**config.mk**
```make
export PLATFORM = sky130hd
export DESIGN_NAME = padded_window_fetch
export DESIGN_NICKNAME = d
export VERILOG_FILES = /design/src/rtl/padded_window_fetch.sv
export SDC_FILE = /design/constraint.sdc
export NUM_CORES = 1
export LEC_CHECK = 0
export BUFFER_PORTS_ARGS = -buffer_cell sky130_fd_sc_hd__buf_2
export CAP_MARGIN = 5
export CORE_MARGIN = 1.5
export CORE_UTILIZATION = 47
export DETAILED_ROUTE_END_ITERATION = 10
export HOLD_SLACK_MARGIN = 0.02
export PLACE_DENSITY_LB_ADDON = 0.12
export SETUP_SLACK_MARGIN = 0.02
export SLEW_MARGIN = 0
export SYNTH_ARGS = -nofsm -noshare
export SYNTH_HDL_FRONTEND = slang
export SYNTH_SLANG_ARGS = --single-unit
```
**constraint.sdc**
```tcl
create_clock -name clk -period 7.9 [get_ports clk]
set_input_delay 0.79 -clock clk [delete_from_list [all_inputs] [get_ports clk]]
set_output_delay 0.79 -clock clk [all_outputs]
set_load 0.005 [all_outputs]
```
**src/rtl/padded_window_fetch.sv**
```systemverilog
// Fetches one KERNEL_SIZE x KERNEL_SIZE input window for a convolution output
// pixel, substituting zeros for taps that fall in the padding border.
module padded_window_fetch #(
  parameter int COORD_WIDTH = 16,
  parameter int DATA_WIDTH  = 8,
  parameter int ADDR_WIDTH  = 16,
  parameter int KERNEL_SIZE = 3,
  parameter int STRIDE      = 1,
  parameter int PAD         = 1
) (
  input  logic                   clk,
  input  logic                   rst_n,
  input  logic                   start,
  input  logic [COORD_WIDTH-1:0] out_x,
  input  logic [COORD_WIDTH-1:0] out_y,
  input  logic [COORD_WIDTH-1:0] img_width,
  input  logic [COORD_WIDTH-1:0] img_height,
  output logic                   mem_rd_en,
  output logic [ADDR_WIDTH-1:0]  mem_addr,
  input  logic [DATA_WIDTH-1:0]  mem_rd_data,
  output logic                   pix_valid,
  input  logic                   pix_ready,
  output logic [DATA_WIDTH-1:0]  pix_data,
  output logic                   pix_last,
  output logic                   busy,
  output logic                   done,
  output logic [2:0]             state_dbg
);

  // Tap stream handshake: a tap transfers on a rising edge where pix_valid and
  // pix_ready are both high; while pix_valid is high and pix_ready is low,
  // pix_data and pix_last hold, and pix_valid never drops before the transfer.

  localparam int SW = COORD_WIDTH + 2;
  localparam int KW = (KERNEL_SIZE > 1) ? $clog2(KERNEL_SIZE) : 1;
  localparam logic signed [SW-1:0] STRIDE_S = SW'(STRIDE);
  localparam logic signed [SW-1:0] PAD_S    = SW'(PAD);
  localparam logic [KW-1:0]        KMAX     = KW'(KERNEL_SIZE - 1);

  typedef enum logic [2:0] {
    S_IDLE  = 3'd0,
    S_FETCH = 3'd1,
    S_CAPT  = 3'd2,
    S_OUT   = 3'd3,
    S_DONE  = 3'd4
  } state_t;

  state_t                  state_q, state_d;
  logic signed [SW-1:0]    org_x_q, org_x_d;
  logic signed [SW-1:0]    org_y_q, org_y_d;
  logic [COORD_WIDTH-1:0]  w_q, w_d;
  logic [COORD_WIDTH-1:0]  h_q, h_d;
  logic [KW-1:0]           kx_q, kx_d;
  logic [KW-1:0]           ky_q, ky_d;
  logic [ADDR_WIDTH-1:0]   addr_q, addr_d;
  logic [DATA_WIDTH-1:0]   pix_data_q, pix_data_d;
  logic                    pix_last_q, pix_last_d;

  logic signed [SW-1:0]    tap_x, tap_y;
  logic                    tap_inb;
  logic [2*SW-1:0]         lin_addr;

  // Coordinates of the current tap; bounds checks are signed so the padding
  // border (negative coordinates) is rejected naturally.
  always_comb begin
    tap_x    = org_x_q + $signed(SW'(kx_q));
    tap_y    = org_y_q + $signed(SW'(ky_q));
    tap_inb  = !tap_x[SW-1] && !tap_y[SW-1] &&
               (tap_x < $signed({2'b00, w_q})) &&
               (tap_y < $signed({2'b00, h_q}));
    lin_addr = {{SW{1'b0}}, tap_y} * {{(SW+2){1'b0}}, w_q} + {{SW{1'b0}}, tap_x};
  end

  always_comb begin
    state_d    = state_q;
    org_x_d    = org_x_q;
    org_y_d    = org_y_q;
    w_d        = w_q;
    h_d        = h_q;
    kx_d       = kx_q;
    ky_d       = ky_q;
    addr_d     = addr_q;
    pix_data_d = pix_data_q;
    pix_last_d = pix_last_q;
    mem_rd_en  = 1'b0;
    case (state_q)
      S_IDLE: begin
        if (start) begin
          org_x_d = $signed({2'b00, out_x}) * STRIDE_S - PAD_S;
          org_y_d = $signed({2'b00, out_y}) * STRIDE_S - PAD_S;
          w_d     = img_width;
          h_d     = img_height;
          kx_d    = '0;
          ky_d    = '0;
          state_d = S_FETCH;
        end
      end
      S_FETCH: begin
        if (tap_inb) begin
          mem_rd_en = 1'b1;
          addr_d    = lin_addr[ADDR_WIDTH-1:0];
        end
        state_d = S_CAPT;
      end
      S_CAPT: begin
        pix_data_d = tap_inb ? mem_rd_data : '0;
        pix_last_d = (kx_q == KMAX) && (ky_q == KMAX);
        state_d    = S_OUT;
      end
      S_OUT: begin
        if (pix_ready) begin
          if (pix_last_q) begin
            state_d = S_DONE;
          end else begin
            if (kx_q == KMAX) begin
              kx_d = '0;
              ky_d = ky_q + 1'b1;
            end else begin
              kx_d = kx_q + 1'b1;
            end
            state_d = S_FETCH;
          end
        end
      end
      S_DONE:  state_d = S_IDLE;
      default: state_d = S_IDLE;
    endcase
  end

  always_ff @(posedge clk or negedge rst_n) begin
    if (!rst_n) begin
      state_q    <= S_IDLE;
      org_x_q    <= '0;
      org_y_q    <= '0;
      w_q        <= '0;
      h_q        <= '0;
      kx_q       <= '0;
      ky_q       <= '0;
      addr_q     <= '0;
      pix_data_q <= '0;
      pix_last_q <= 1'b0;
    end else begin
      state_q    <= state_d;
      org_x_q    <= org_x_d;
      org_y_q    <= org_y_d;
      w_q        <= w_d;
      h_q        <= h_d;
      kx_q       <= kx_d;
      ky_q       <= ky_d;
      addr_q     <= addr_d;
      pix_data_q <= pix_data_d;
      pix_last_q <= pix_last_d;
    end
  end

  // The address presented in FETCH is the one being registered, so an
  // out-of-bounds tap leaves the previous address on the bus.
  assign mem_addr  = addr_d;
  assign pix_valid = (state_q == S_OUT);
  assign pix_data  = pix_data_q;
  assign pix_last  = pix_last_q;
  assign busy      = (state_q != S_IDLE);
  assign done      = (state_q == S_DONE);
  assign state_dbg = state_q;

endmodule

```
; After elaboration in Yosys (flattened, before gate mapping)
; Cells that the tools add are included.
; Widths: inputs -> output; s select.
[word_totals]
register_bits = 100
inputBits = 76
output_inout_bits = 32
elab_cells = 61
[classes]
addsub = 7
multipliers = 1
order_cmp = 2
eq_ne = 10
mux = 18
n_reduce_logical = 13
[op_table]
columns = operator, n
row1 = $add 18x3->18, 2
row2 = $lt 18x17->1, 2
row3 = $sub 16x1->17 const B, 2
row4 = $mux 16, 2
row5 = $mul 18x16->16, 1
row6 = $add 16x16->16, 1
row7 = $mux 2, 7
row8 = $pmux 3 s4, 1
row9 = $mux 3, 3
row10 = $mux 8, 1
row11 = $pmux 2 s2, 2
row12 = $eq 3x2->1 const B, 2
row13 = $reduce_and 5->1, 1
row14 = $add 2x1->2 const B, 2
row15 = $eq 2x2->1 const B, 2
row16 = $logic_and 1x1->1, 4
row17 = $ne 2x1->1 const B, 2
row18 = $ne 2x2->1 const B, 2
row19 = $reduce_and 2->1, 2
row20 = $reduce_and 4->1, 1
row21 = $eq 3x1->1 const B, 1
row22 = $eq 3x3->1 const B, 1
row23 = $logic_not 3->1, 1
row24 = $reduce_bool 3->1, 1
row25 = 3 further kinds, 5

; Longest topological paths before layout
; Gate-level depths: netlist of the first run.
[depth]
ltp_word = 7
depth_mapped = 27
mapped_depth_nobuf = 26

; Worst setup path after synthesis of the first run
; OpenSTA, ideal clock, no wires.
[synth_timing]
path_type = reg-to-output
start = register ky_q[0]
end = output port mem_addr[15]
arrival_time_ps = 6759
required_time_ps = 7110
slack_ps = 351
path_stages_with_launch = 25
path_buffers = 0
path_cell_list = dfrtp_1 ha_1 inv_1 fa_1 nand3b_4 nor3_2 xor2_1 nand2_1 fa_1 fa_1 fa_1 inv_1 fa_1 inv_1 fa_1 fa_1 xnor2_1 xnor2_1 xnor2_1 xnor2_1 xnor3_1 xor3_1 xnor3_1 xor2_1 o21ai_2
[synth_via]
elab_chain_cells = 7
[synth_rtl]
columns = element, line_no
row1 = "start, declared", 54  ; logic [KW-1:0] ky_q, ky_d;
row2 = "start signal, assigned", 149  ; ky_q <= ky_d;
row3 = $add 18x3->18 (*), 67  ; tap_y = org_y_q + $signed(SW'(ky_q));
row4 = branches (longest 4 deep; another with $mul 18x16->16), n/a
row5 = $mux 16 (*), 99  ; if (tap_inb) begin
row6 = $mux 16 (*), 86  ; case (state_q)
row7 = "end, declared", 19  ; output logic [ADDR_WIDTH-1:0] mem_addr,
; Every way passes the cells marked *.

; Final worst setup path of the first run
[layout_timing]
start = register org_y_q[0]
end = output port mem_addr[15]
[layout_via]
elab_chain_cells = 7
[layout_rtl]
columns = element, line_no
row1 = "start, declared", 50  ; logic signed [SW-1:0] org_y_q, org_y_d;
row2 = "start signal, assigned", 145  ; org_y_q <= org_y_d;
row3 = $add 18x3->18 (*), 67
row4 = branches (longest 4 deep; another with $mul 18x16->16), n/a
row5 = $mux 16 (*), 99
row6 = $mux 16 (*), 86
; Marked as above.

==> impl_metrics.csv, run 1 <==
group,metric,value,unit
timing,rsz0062_at_grt,"yes",
worst_setup_path,worst-setup-path-type,"flip-flop to output pin",
floorplan,ios,108,
logic_synthesis,synth_top_area_share,0.245,
worst_setup_path,critPathRequiredTime,7.11,ns
floorplan,core_area,21000,um^2
clock_network,clk-insertion-delay-late,0.36,ns
clock_network,root_buffer,"clkbuf_16",
clock_network,clkTransAtPathRegs,0.08,ns
place,portBuffers,107,
global_route,grt_pass1_vias,7538,
status,status,"finished clean",
job,cap_violations,0,
routing,drcViolationCount,0,
floorplan,rows,53,
logic_synthesis,synthesis.area,10000,um^2
final_layout,fin_nets,1515,
routing,firstDrtPassIters,5,
timing,max_clock_freq,128,MHz
global_route,grt_pass1_wl,40100,um
floorplan,dieArea,22200,um^2
final_layout,stdcell_area,11400,um^2
worst_setup_path,cp-end-kind,"output pin",
global_route,grt_max_degree,71,
floorplan,die_y,149,um
timing,setup_viol,0,
timing,finalHoldViolations,0,
routing,routedWlPerCell,16.0,um
routing,routed_wl,24600,um
logic_synthesis,synth_area_leader_cell,"dfrtp_1",
final_layout,fillCellCount,2027,
routing,vias_per_cell,5.04,
logic_synthesis,synth_nets,1401,
logic_synthesis,syn_inst,1140,
clock_network,cts_tree,"done",
logic_synthesis,ys_types,66,
routing,drt_iter0_markers,340,
timing,period_share,0.986,
clock_network,htreeDepth,3,
logic_synthesis,syn_avg_cell_area,8.77,um^2
clock_network,clock_sinks,98,
logic_synthesis,synthArstFlopShare,1.00,
worst_setup_path,cp_max_fo,7,
timing,worst_pin_slew,1.06,ns
final_layout,drive_gt1_frac,0.157,
logic_synthesis,synth-edff-count,0,
logic_synthesis,synth_top_flop_cell,"dfrtp_1",
timing,skew,0.0120,ns
floorplan,die_x,149,um
routing,drtAntennaViolNets,0,
global_route,antenna_found_initial,0,
logic_synthesis,synth.most_common_cell,"inv_1",
final_layout,ff_latch_area,2450,um^2
final_layout,multi_input_area,6720,um^2
final_layout,fin_util,0.543,
floorplan,start_util,0.477,
worst_setup_path,startpoint_type,"flip-flop",
global_route,grt-ovfl-total,0,
logic_synthesis,ys_warn_count,0,
place,dp_hpwl,19900,um
logic_synthesis,ys_ff_latch,98,
final_layout,area_growth,13.9,%
clock_network,cts_buffers,9,
timing,period_needed,7.79,ns
timing,relSlewSlack,0.289,
logic_synthesis,ys_top_cells_by_area,"dfrtp_1, fa_1, ha_1",
routing,vias,7726,
worst_setup_path,crit_arrival,7.00,ns
clock_network,clockBufferDepth,2,
place,gp_congestion,0.862,
place,postPlaceCellArea,10900,um^2
logic_synthesis,ys_top_cells_by_count,"inv_1, nand2_1, dfrtp_1",
global_route,grt_usage,0.235,
logic_synthesis,ys_seq_area_frac,0.245,
final_layout,diodes,0,
hold_path,hold_path.class,"input pin to async pin",
timing,drv_slew,0,
-- metrics by stage --
stage	TNS (ns)	hold slack (ns)	setup slack (ns)	std cells
2_1_floorplan	0	0.443	0.351	1140
3_3_place_gp	0	0.448	0.0825	1509
3_5_place_dp	-0.0168	0.454	-0.0168	1509
4_1_cts	0	0.421	0.0220	1527
5_1_grt	-0.197	0.430	-0.197	1534
6_report	0	0.405	0.114	1534
-- kinds of logic after synthesis --
kind of cell / share of synthesized area
AOI/OAI and AO/OA: 0.0846
muxes: 0.00763
xor gates and xnor gates: 0.0836
buffers and inverters: 0.0912
DFF: 0.245
adders and majority gates: 0.304
and+or+nand+nor: 0.184
-- repair_timing --
item	in CTS	in global routing
hold buffers	0	0
setup endpoints to repair	2	4
resized for setup	5	13
cloned	0	0
setup buffers	2	7
pin swaps	5	15
-- registers in the layout, indices dropped and copies added, names as in the netlist --
register	cells
addr_q	16
h_q	16
kx_q	2
ky_q	2
org_x_q	17
org_y_q	17
pix_data	8
pix_last	1
state_dbg	3
w_q	16
-- per-layer routing --
metal,vias to the layer above,track usage,share of wire
met5,-,0,0
met4,0,0.0653,0.018
met3,32,0.0229,0.032
met2,152,0.384,0.47
met1,3731,0.333,0.48
li1,3811,-,-
-- layout by cell type, fill, tap and decap left out, types with 5 or more instances in the layout --
cell type  count
nor2b_1        5
clkbuf_16      9
buf_2        106
inv_1        203
o21a_1         6
xnor2_1       44
nor4_1         6
and2_1        44
or3_1          6
nor3_1        12
a21o_1         7
buf_4         34
nand2b_1       7
mux2_2         5
o21ai_0       79
dfrtp_1       98
nor2_1        41
nor3b_1        5
a31oi_1        6
a21oi_1       13
fa_1          94
xor2_1        28
and3_1        10
nand2_1      192
ha_1          86
nand3_1       27
-- path summary, 6_finish.rpt --
kind | from | to | slack (ns) | cells after the start
setup / recovery | org_y_q[0] | mem_addr[15] | 0.11 | 25
hold / removal | rst_n | addr_q[13] | 0.40 | 1
setup reg to reg | org_y_q[0] | addr_q[15] | 1.19 | 25
hold reg to reg | pix_data[4] | pix_data[4] | 0.47 | 2
max in group asynchronous | rst_n | org_y_q[2] | 6.28 | 2
min in group clk | pix_data[4] | pix_data[4] | 0.47 | 2
-- layout make-up --
type                            instances  share of cell area
Clock buffer                            9              0.0198
Clock inverter                          7             0.00791
Inverter                              205              0.0676
Multi-Input combinational cell        800               0.590
Sequential cell                        98               0.215
Tap cell                              275              0.0302
Timing Repair Buffer                  140              0.0690
-- worst max-delay path, stage by stage, from the launching register on --
cell and delay [ns]:
dfrtp_1 0.36, ha_2 0.19, inv_2 0.04, fa_2 0.33, nand3b_4 0.23, o21a_1 0.22, or2_4 0.28, nand2_1 0.10
fa_1 0.45, fa_1 0.51, inv_1 0.05, fa_1 0.46, fa_1 0.54, inv_1 0.05, fa_1 0.47, fa_2 0.37
xnor2_2 0.14, xnor2_1 0.13, xnor2_1 0.19, xnor2_1 0.15, xnor3_1 0.27, xor3_1 0.37, xnor3_2 0.29, xor2_2 0.18
o21ai_2 0.13, buf_2 0.14
Power of run 1 is not shown: default switching activity piles up to over one toggle a cycle in this logic, so the estimate is an artifact.
==> run 2, diff against run 1 <==
==> constraint.sdc (replaced) <==
create_clock -name clk -period 9.3 [get_ports clk]
set_input_delay 0.93 -clock clk [delete_from_list [all_inputs] [get_ports clk]]
set_output_delay 0.93 -clock clk [all_outputs]
set_load 0.005 [all_outputs]
==> impl_metrics.csv, run 2 (same netlist as run 1, synthesis figures left out) <==
group,metric,value,unit
final_layout,area_growth,11.4,%
routing,vias_per_cell,5.03,
timing,setup_viol,0,
place,portBuffers,107,
floorplan,rows,53,
clock_network,root_buffer,"clkbuf_16",
timing,period_share,0.915,
place,dp_hpwl,19700,um
routing,firstDrtPassIters,5,
worst_setup_path,crit_arrival,7.58,ns
worst_setup_path,startpoint_type,"flip-flop",
floorplan,ios,108,
timing,rsz0062_at_grt,"no",
worst_setup_path,worst-setup-path-type,"flip-flop to output pin",
status,status,"finished clean",
timing,finalSetupTns,0,ns
timing,worst_pin_slew,1.13,ns
timing,relSlewSlack,0.246,
clock_network,cts_setup_buffers,0,
clock_network,htreeDepth,3,
timing,period_needed,8.51,ns
global_route,grt_pass1_vias,7376,
place,gp_congestion,0.897,
hold_path,hold_path.class,"flip-flop to flip-flop",
floorplan,die_x,149,um
global_route,grt_max_degree,71,
timing,timing.hold.ws,0.464,ns
routing,vias,7595,
timing,finalHoldViolations,0,
final_layout,fin_nets,1492,
global_route,grt_usage,0.231,
timing,max_clock_freq,118,MHz
clock_network,cts_hold_buffers,0,
worst_setup_path,critPathRequiredTime,8.37,ns
final_layout,fillCellCount,2026,
global_route,grt_pass1_wl,39200,um
floorplan,start_util,0.477,
final_layout,drive_gt1_frac,0.129,
routing,drt_iter0_markers,400,
worst_setup_path,cp-end-kind,"output pin",
routing,routed_wl,24400,um
routing,drcViolationCount,0,
clock_network,clockBufferDepth,2,
routing,routedWlPerCell,16.1,um
timing,drv_slew,0,
final_layout,reg_top3,"org_x_q x17, org_y_q x17",
final_layout,diodes,0,
timing,skew,0.0152,ns
worst_setup_path,cp_max_fo,10,
clock_network,cts_buffers,9,
final_layout,multi_input_area,6640,um^2
job,cap_violations,0,
global_route,grt-ovfl-total,0,
floorplan,core_area,21000,um^2
final_layout,stdcell_area,11100,um^2
routing,drtAntennaViolNets,0,
final_layout,ff_latch_area,2450,um^2
floorplan,dieArea,22200,um^2
clock_network,clock_sinks,98,
final_layout,final_common_cell,"inv_1",
clock_network,clkTransAtPathRegs,0.08,ns
clock_network,clk-insertion-delay-late,0.37,ns
clock_network,cts_tree,"done",
final_layout,fin_util,0.532,
floorplan,die_y,149,um
clock_network,cts_resized,0,
place,postPlaceCellArea,10800,um^2
final_layout,final_cell_mix,"inv_1, nand2_1, buf_2",
global_route,antenna_found_initial,0,
## run 2: cell count changes in the layout (fill, tap and decap cells not counted), moves of 2 or more
cell,previous run,this run
buf_4,34,11
fa_1,94,96
fa_2,2,0
ha_1,86,89
ha_2,2,0
inv_1,203,205
inv_2,2,0
nor3_1,12,14
nor3_2,3,1
xnor2_1,44,47
xnor2_2,4,1
## run 2: path summary, 6_finish.rpt
check	slack, ns	from	cells past startpoint	end
setup / recovery	0.79	ky_q[0]	25	mem_addr[15]
hold / removal	0.46	pix_data[4]	2	pix_data[4]
setup reg to reg	2.11	ky_q[0]	24	addr_q[15]
hold reg to reg	0.46	pix_data[4]	2	pix_data[4]
max in group asynchronous	7.55	rst_n	2	org_y_q[13]
min in group asynchronous	0.58	rst_n	1	addr_q[13]
## run 2: through the flow
stage / cells / setup WS (ns)
4_1_cts: 1511 / 0.740
3_5_place_dp: 1495 / 1.16
3_3_place_gp: 1495 / 1.23
2_1_floorplan: 1140 / 1.61
6_report: 1511 / 0.792
5_1_grt: 1511 / 0.440
## run 2: routing by layer
layer  vias to the layer above  global-route usage  share of wire
met2                       139               0.375           0.47
met3                        21              0.0318          0.038
met5                         -                   0              0
met1                      3663               0.326           0.48
met4                         0              0.0619          0.014
li1                       3772                   -              -
## run 2: layout make-up
class	count	share of cell area
multi-input combinational	800	0.596
clock buffer	9	0.0202
sequential	98	0.220
timing repair buffer	117	0.0550
clock inverter	7	0.00854
tap	275	0.0309
inverter	205	0.0691
## run 2: worst max-delay path, cell delays in order (launching register included)
cell and delay, ns:
dfrtp_1 0.38, ha_1 0.17, inv_1 0.06, fa_1 0.41
nand3b_4 0.23, o21a_1 0.22, or2_2 0.41, nand2_1 0.13
fa_1 0.45, fa_1 0.52, inv_1 0.05, fa_1 0.47
fa_1 0.55, inv_1 0.05, fa_1 0.50, fa_1 0.45
xnor2_1 0.15, xnor2_1 0.18, xnor2_1 0.16, xnor2_1 0.14
xnor3_1 0.42, xor3_1 0.21, xnor3_1 0.44, xor2_1 0.24
o21ai_2 0.08, buf_2 0.16
Power of run 2 is left out for the same reason.
